[src/rtl/ahb_reg_responder.sv]
// -----------------------------------------------------------------------------
// ahb_reg_responder
//
// AHB-Lite responder for one bus-matrix output port: a bank of 32-bit
// registers with a programmable number of wait states on every OKAY data
// phase and the two-cycle ERROR response. Register 0 is a read-only ID word.
//
// Optional build feature (macro AHB_RESP_HRUSER_EN):
//   defined   : on a completing OKAY read, HRUSER = {24'b0, index[3:0],
//               P3..P0}, where Pn is the XOR (even parity) of HRDATA byte n.
//               HRUSER is 0 in every other cycle.
//   undefined : HRUSER is tied to zero and no parity logic is built.
//
// Parameters:
//   ADDR_WIDTH  : byte-address bits decoded; register index = HADDR[AW-1:2]
//   NUM_REGS    : implemented registers (1..2^(ADDR_WIDTH-2)), reg 0 = ID
//   WAIT_STATES : extra HREADYOUT-low cycles per OKAY data phase (0..15)
//   ID_VALUE    : constant returned by register 0
//
// Ports:
//   HCLK, HRESETn : clock, asynchronous active-low reset
//   HSEL, HADDR, HTRANS, HWRITE, HSIZE, HREADY : address-phase inputs
//   HWDATA        : write data (data phase)
//   HREADYOUT     : slave ready (registered)
//   HRESP         : 2'b00 OKAY, 2'b01 ERROR (registered)
//   HRDATA        : read data, non-zero only in the completing read cycle
//   HRUSER        : read user data (see optional feature above)
//
// Handshake: an address phase is taken on a rising HCLK edge when
// HSEL & HREADY & HTRANS[1] and this responder is itself ready (HREADYOUT=1,
// i.e. the previous data phase completes in that same cycle). A data phase
// completes in the first cycle where HREADYOUT=1; write data is sampled and
// read data is presented only in that completing cycle.
// -----------------------------------------------------------------------------
module ahb_reg_responder #(
    parameter int          ADDR_WIDTH  = 10,
    parameter int          NUM_REGS    = 16,
    parameter int          WAIT_STATES = 0,
    parameter logic [31:0] ID_VALUE    = 32'h0A5C_0001
) (
    input  logic                  HCLK,
    input  logic                  HRESETn,
    input  logic                  HSEL,
    input  logic [ADDR_WIDTH-1:0] HADDR,
    input  logic [1:0]            HTRANS,
    input  logic                  HWRITE,
    input  logic [2:0]            HSIZE,
    input  logic [31:0]           HWDATA,
    input  logic                  HREADY,
    output logic                  HREADYOUT,
    output logic [1:0]            HRESP,
    output logic [31:0]           HRDATA,
    output logic [31:0]           HRUSER
);

    localparam int          IDX_W      = ADDR_WIDTH - 2;
    localparam int          RIW        = (NUM_REGS > 1) ? $clog2(NUM_REGS) : 1;
    localparam logic [31:0] NUM_REGS_U = 32'(NUM_REGS);
    localparam logic [3:0]  WAIT_LOAD  = (WAIT_STATES > 0) ? 4'(WAIT_STATES - 1) : 4'd0;

    localparam logic [1:0]  RESP_OKAY  = 2'b00;
    localparam logic [1:0]  RESP_ERROR = 2'b01;

    typedef enum logic [1:0] {
        ST_IDLE = 2'd0,
        ST_WAIT = 2'd1,
        ST_ERR1 = 2'd2,
        ST_ERR2 = 2'd3
    } state_t;

    // ---------------------------------------------------------------------
    // State
    // ---------------------------------------------------------------------
    state_t            state_q, state_d;
    logic [3:0]        cnt_q, cnt_d;
    logic              dp_valid_q, dp_valid_d;   // OKAY data phase in flight
    logic              dp_write_q, dp_write_d;
    logic [RIW-1:0]    dp_idx_q, dp_idx_d;
    logic [3:0]        dp_be_q, dp_be_d;
    logic [31:0]       regs_q [NUM_REGS];
    logic [31:0]       regs_d [NUM_REGS];
    logic              hreadyout_q, hreadyout_d;
    logic [1:0]        hresp_q, hresp_d;
    logic [31:0]       hrdata_q, hrdata_d;

    // ---------------------------------------------------------------------
    // Address-phase decode
    // ---------------------------------------------------------------------
    logic [IDX_W-1:0]  a_idx;
    logic              a_idx_oor;
    logic              a_size_err;
    logic              a_misalign;
    logic              a_ro_err;
    logic              a_err;
    logic [3:0]        a_be;
    logic              accept;

    // HTRANS[0] only separates NONSEQ from SEQ / IDLE from BUSY; both members
    // of each pair are handled identically here.
    logic              unused_htrans0;
    assign unused_htrans0 = HTRANS[0];

    always_comb begin
        a_idx      = HADDR[ADDR_WIDTH-1:2];
        a_idx_oor  = (32'(a_idx) >= NUM_REGS_U);
        a_size_err = (HSIZE > 3'b010);
        a_misalign = ((HSIZE == 3'b001) && HADDR[0]) ||
                     ((HSIZE == 3'b010) && (HADDR[1:0] != 2'b00));
        a_ro_err   = HWRITE && (a_idx == '0);
        a_err      = a_idx_oor || a_size_err || a_misalign || a_ro_err;

        // Little-endian byte lanes. Sizes above a word are errors, so the
        // default lane pattern for them is never used for a write.
        unique case (HSIZE)
            3'b000:  a_be = 4'b0001 << HADDR[1:0];
            3'b001:  a_be = HADDR[1] ? 4'b1100 : 4'b0011;
            default: a_be = 4'b1111;
        endcase

        // hreadyout_q also gates acceptance so that a stray HREADY during our
        // own low cycles can never start a second transfer.
        accept = HSEL && HREADY && HTRANS[1] && hreadyout_q;
    end

    // ---------------------------------------------------------------------
    // Next-state logic
    // ---------------------------------------------------------------------
    logic              wr_en;
    logic              rd_fire;
    logic [RIW-1:0]    rd_idx;
    logic [31:0]       rd_val;
`ifdef AHB_RESP_HRUSER_EN
    logic [31:0]       hruser_q, hruser_d;
    logic [3:0]        rd_par;
    logic [31:0]       rd_idx32;
`endif

    always_comb begin
        // Register bank: write in the completing cycle of an OKAY write.
        wr_en  = dp_valid_q && dp_write_q && hreadyout_q;
        regs_d = regs_q;
        if (wr_en) begin
            for (int b = 0; b < 4; b++) begin
                if (dp_be_q[b]) begin
                    regs_d[dp_idx_q][8*b +: 8] = HWDATA[8*b +: 8];
                end
            end
        end
        regs_d[0] = ID_VALUE;

        // FSM
        state_d = state_q;
        cnt_d   = cnt_q;
        unique case (state_q)
            ST_IDLE, ST_ERR2: begin
                if (accept) begin
                    if (a_err) begin
                        state_d = ST_ERR1;
                    end else if (WAIT_STATES > 0) begin
                        state_d = ST_WAIT;
                        cnt_d   = WAIT_LOAD;
                    end else begin
                        state_d = ST_IDLE;
                    end
                end else begin
                    state_d = ST_IDLE;
                end
            end
            ST_WAIT: begin
                if (cnt_q == 4'd0) begin
                    state_d = ST_IDLE;
                end else begin
                    cnt_d = cnt_q - 4'd1;
                end
            end
            ST_ERR1: state_d = ST_ERR2;
            default: state_d = ST_IDLE;
        endcase

        // Data-phase controls are replaced whenever the current data phase
        // completes (hreadyout_q=1); during low cycles they are held.
        dp_valid_d = dp_valid_q;
        dp_write_d = dp_write_q;
        dp_idx_d   = dp_idx_q;
        dp_be_d    = dp_be_q;
        if (hreadyout_q) begin
            dp_valid_d = accept && !a_err;
            if (accept) begin
                dp_write_d = HWRITE;
                dp_idx_d   = a_idx[RIW-1:0];
                dp_be_d    = a_be;
            end
        end

        // Read data is registered one edge ahead of the completing cycle.
        // It is taken from regs_d so a write completing on that same edge is
        // forwarded into a back-to-back read of the same register.
        rd_fire = 1'b0;
        rd_idx  = dp_idx_q;
        if ((WAIT_STATES == 0) && accept && !a_err && !HWRITE) begin
            rd_fire = 1'b1;
            rd_idx  = a_idx[RIW-1:0];
        end
        if ((state_q == ST_WAIT) && (cnt_q == 4'd0) && dp_valid_q && !dp_write_q) begin
            rd_fire = 1'b1;
        end
        rd_val = regs_d[rd_idx];

        // Registered bus outputs derived from the next state.
        hreadyout_d = !((state_d == ST_WAIT) || (state_d == ST_ERR1));
        hresp_d     = ((state_d == ST_ERR1) || (state_d == ST_ERR2)) ? RESP_ERROR : RESP_OKAY;
        hrdata_d    = rd_fire ? rd_val : 32'h0;

`ifdef AHB_RESP_HRUSER_EN
        for (int b = 0; b < 4; b++) begin
            rd_par[b] = ^rd_val[8*b +: 8];
        end
        rd_idx32 = 32'(rd_idx);
        hruser_d = rd_fire ? {24'h0, rd_idx32[3:0], rd_par} : 32'h0;
`endif
    end

    // ---------------------------------------------------------------------
    // Sequential state
    // ---------------------------------------------------------------------
    always_ff @(posedge HCLK or negedge HRESETn) begin
        if (!HRESETn) begin
            state_q     <= ST_IDLE;
            cnt_q       <= 4'd0;
            dp_valid_q  <= 1'b0;
            dp_write_q  <= 1'b0;
            dp_idx_q    <= '0;
            dp_be_q     <= 4'b0000;
            for (int i = 0; i < NUM_REGS; i++) begin
                regs_q[i] <= (i == 0) ? ID_VALUE : 32'h0;
            end
            hreadyout_q <= 1'b1;
            hresp_q     <= RESP_OKAY;
            hrdata_q    <= 32'h0;
`ifdef AHB_RESP_HRUSER_EN
            hruser_q    <= 32'h0;
`endif
        end else begin
            state_q     <= state_d;
            cnt_q       <= cnt_d;
            dp_valid_q  <= dp_valid_d;
            dp_write_q  <= dp_write_d;
            dp_idx_q    <= dp_idx_d;
            dp_be_q     <= dp_be_d;
            for (int i = 0; i < NUM_REGS; i++) begin
                regs_q[i] <= regs_d[i];
            end
            hreadyout_q <= hreadyout_d;
            hresp_q     <= hresp_d;
            hrdata_q    <= hrdata_d;
`ifdef AHB_RESP_HRUSER_EN
            hruser_q    <= hruser_d;
`endif
        end
    end

    assign HREADYOUT = hreadyout_q;
    assign HRESP     = hresp_q;
    assign HRDATA    = hrdata_q;
`ifdef AHB_RESP_HRUSER_EN
    assign HRUSER    = hruser_q;
`else
    assign HRUSER    = 32'h0;
`endif

endmodule

[config.mk]
export PLATFORM = sky130hd
export DESIGN_NAME = ahb_reg_responder
export DESIGN_NICKNAME = d
export VERILOG_FILES = /design/src/rtl/ahb_reg_responder.sv
export SDC_FILE = /design/constraint.sdc
export NUM_CORES = 1
export LEC_CHECK = 0
export BUFFER_PORTS_ARGS = -buffer_cell sky130_fd_sc_hd__buf_2
export CAP_MARGIN = 30
export CORE_ASPECT_RATIO = 1.75
export CORE_MARGIN = 4
export CORE_UTILIZATION = 40
export DETAILED_ROUTE_END_ITERATION = 8
export SLEW_MARGIN = 20
export SYNTH_ARGS = -nofsm -noshare
export SYNTH_HDL_FRONTEND = slang
export SYNTH_SLANG_ARGS = --single-unit
[constraint.sdc]
create_clock -name HCLK -period 2.5 [get_ports HCLK]
set_clock_uncertainty 0.05 [all_clocks]
set_input_delay 0.5 -clock HCLK [delete_from_list [all_inputs] [get_ports HCLK]]
set_output_delay 0.5 -clock HCLK [all_outputs]
set_load 0.005 [all_outputs]
==> flow_summary.ini <==
[clock_network]
cts_buffers = 49
worstSkewPairLatency_ps = 600
clock_path_buffers = 3
cts_tree = built
htreeDepth = 2
clkTransAtPathRegs_ps = 70
root_buffer = clkbuf_16
clock_sinks = 530

[final_layout]
seq_area_um2 = 13300
fill_cells = 5544
nNetsFinal = 2965
final_area_um2 = 34600
areaGrowthSynthToFinish_pct = 33.3
fin_util_pct = 53.7
multi_input_area_um2 = 13200
drive_above_1_share_pct = 44.8

[pwr]
finalPower_uw = 22200
ir_drop_mv = 0.628
pwr_density_cell_nw_per_um2 = 641
p_leak_uw = 0.0154

[timing]
slew-limit-headroom_pct = 40.8
rsz0062_at_grt = true
hold_ws_ps = 171
setup_viol = 32
tightest_slew_ps = 885
report.final.slew_viol_count = 0
period_needed_ps = 2730
fmax_mhz = 366
hold_viol = 0
min_period_over_period_pct = 109
fin_ws_ps = -231

[global_route]
grt_pass1_wl_mm = 140
grt_max_degree = 78
antenna_found_initial = 1
first_global_vias = 23200
grt_usage_pct = 26.1
grt-ovfl-total = 0

[job]
maxCapViolCount = 0

[critical_path]
worst_setup_path_end_kind = register
critical_path.top_delay_family = simple AND/OR/NAND/NOR gates
cp_num_buf_inv = 2
arrival_ps = 3150
r2r-start = HREADYOUT$_DFF_PN1_
cp_slowest_cell = dfstp_2
critPathMaxFanout = 5
crit_type = register to register
cp_cell_sequence = buf_6 -> nand4_4 -> nor2_4 -> a21oi_4 -> buf_4 -> or4_4 -> o31ai_4 -> mux2i_2 -> a2111oi_4 -> nor4_4
max_stage_delay_ps = 560
required_ps = 2920
cp-start-kind = register
cp-startpoint = HREADYOUT$_DFF_PN1_

[run_status]
outcome = complete, but fails checks
violations = negative setup slack

[synth]
synth_area_leaders = dfrtp_1 51%, mux2_2 16%, nand2_1 5.9%, nor2_1 2.7%, or3_1 2.2%
ys_seq_elements = 530
syn-cell-area_um2 = 25900
synth-async-reset-ratio_pct = 100
post-synth-top-count-cell = dfrtp_1
synthCells = 2425
synth_cell_types = 87
ys_seq_area_share_pct = 51.1
synth_edf_count = 0
synth_common_cells = 529 x dfrtp_1, 410 x nand2_1, 376 x mux2_2, 184 x nor2_1, 93 x or3_1
synth.avg_cell_area_um2 = 10.7
yosys.area.top_type = dfrtp_1
synth_top_area_share_pct = 51.0
synth_warnings = 0
synthFlopType = dfrtp_1

[routing]
first_pass_iters = 5
first_iter_violations = 1565
wirelength_mm = 93.0
final_antenna_net_count = 0
drc = 0
wl_per_cell_um = 24.7
vias_per_cell = 5.79
vias = 21800

[place]
gp_congestion = 0.955
port_buffers = 84
dp_hpwl_mm = 66.7
placed_cell_area_um2 = 30500

[die]
die_h_um = 345
start_util_pct = 40.3
rows = 123
core_area_um2 = 64300
fp.dieArea_um2 = 69100
fp.dieW_um = 200
io_pins = 119

[worst_hold_path]
hold_path.class = primary input to register
hold_start = HWDATA[12]
-- final timing paths --
path / depth (start not counted) / to / slack, ps
hold reg to reg: 2 / regs_q[241]$_DFF_PN0_ / 420
setup reg to reg: 10 / HRDATA[0]$_DFF_PN0_ / -230
max in group asynchronous: 3 / HRDATA[1]$_DFF_PN0_ / 1100
hold / removal: 2 / regs_q[460]$_DFF_PN0_ / 170
min in group asynchronous: 2 / regs_q[341]$_DFF_PN0_ / 410
setup / recovery: 10 / HRDATA[0]$_DFF_PN0_ / -230
-- stage by stage --
stage	TNS (ps)	instances	setup slack [ps]
floorplan	-300	2457	-49.1
global placement	-15540	3600	-808
detailed placement	-16240	3600	-844
CTS	-5020	3737	-217
global route	-6830	3758	-294
finish	-5370	3759	-231
-- cells in the final DEF (no fill, tap or decap), types with 20 or more instances in the layout --
master | Yosys | layout
buf_2 | 60 | 83
nand2_1 | 410 | 399
a21oi_1 | 64 | 35
or3_1 | 93 | 82
dfrtp_1 | 529 | 524
clkbuf_16 | 0 | 52
o21ai_0 | 79 | 56
buf_4 | 46 | 401
buf_12 | 0 | 55
mux2i_1 | 38 | 23
o21ai_1 | 5 | 20
a21oi_2 | 0 | 26
buf_6 | 4 | 53
mux2_2 | 376 | 366
nor3_1 | 39 | 33
nor2_1 | 184 | 160
conb_1 | 1 | 33
-- kinds of logic after synthesis --
logic type / synth area share (%)
AOI/OAI and AO/OA: 11.0
adders and majority gates: 0.241
muxes: 18.1
xor gates and xnor gates: 0.169
DFF: 51.1
other: 0.0145
and+or+nand+nor: 15.1
buffers and inverters: 4.26
-- layer usage --
layer	routed length [um]	up-vias	GRT usage (%)
met1	33600	11100	28.4
met3	3920	308	3.11
met2	48200	742	47.5
li1	-	9603	-
met5	13	-	0
met4	7240	2	17.5
-- layout make-up --
cell class / instances / share of cell area, %
flip-flops and latches: 530 / 38.4
multi-input cells: 1708 / 38.2
repair buffers: 605 / 15.5
clock buffers: 67 / 4.04
well taps: 812 / 2.94
clock inverters: 22 / 0.720
inverters: 14 / 0.152
diodes: 1 / 0.00724
-- state kept, by name (all words and copies together), names as in the netlist --
signal	cells
dp_be_q	4
HREADYOUT	1
HRDATA	32
dp_valid_q	1
state_q	2
regs_q	480
dp_write_q	1
HRESP	1
cnt_q	4
dp_idx_q	4
-- power by group --
part,switching (uW),total (uW),internal (uW)
clock,3410,7850,4430
combinational,3050,5420,2370
sequential,109,8890,8780
-- what timing repair did --
| item | 4_1_cts | 5_1_grt |
|---|---|---|
| setup endpoints to repair | 32 | 32 |
| hold buffers | 1 | 0 |
| hold endpoints to repair | 37 | 0 |
| gates resized for setup | 225 | 183 |
| pin swaps | 51 | 67 |
| setup buffers | 42 | 24 |
| gates cloned | 5 | 1 |
Note: power is estimated with default switching activity, not from simulation.
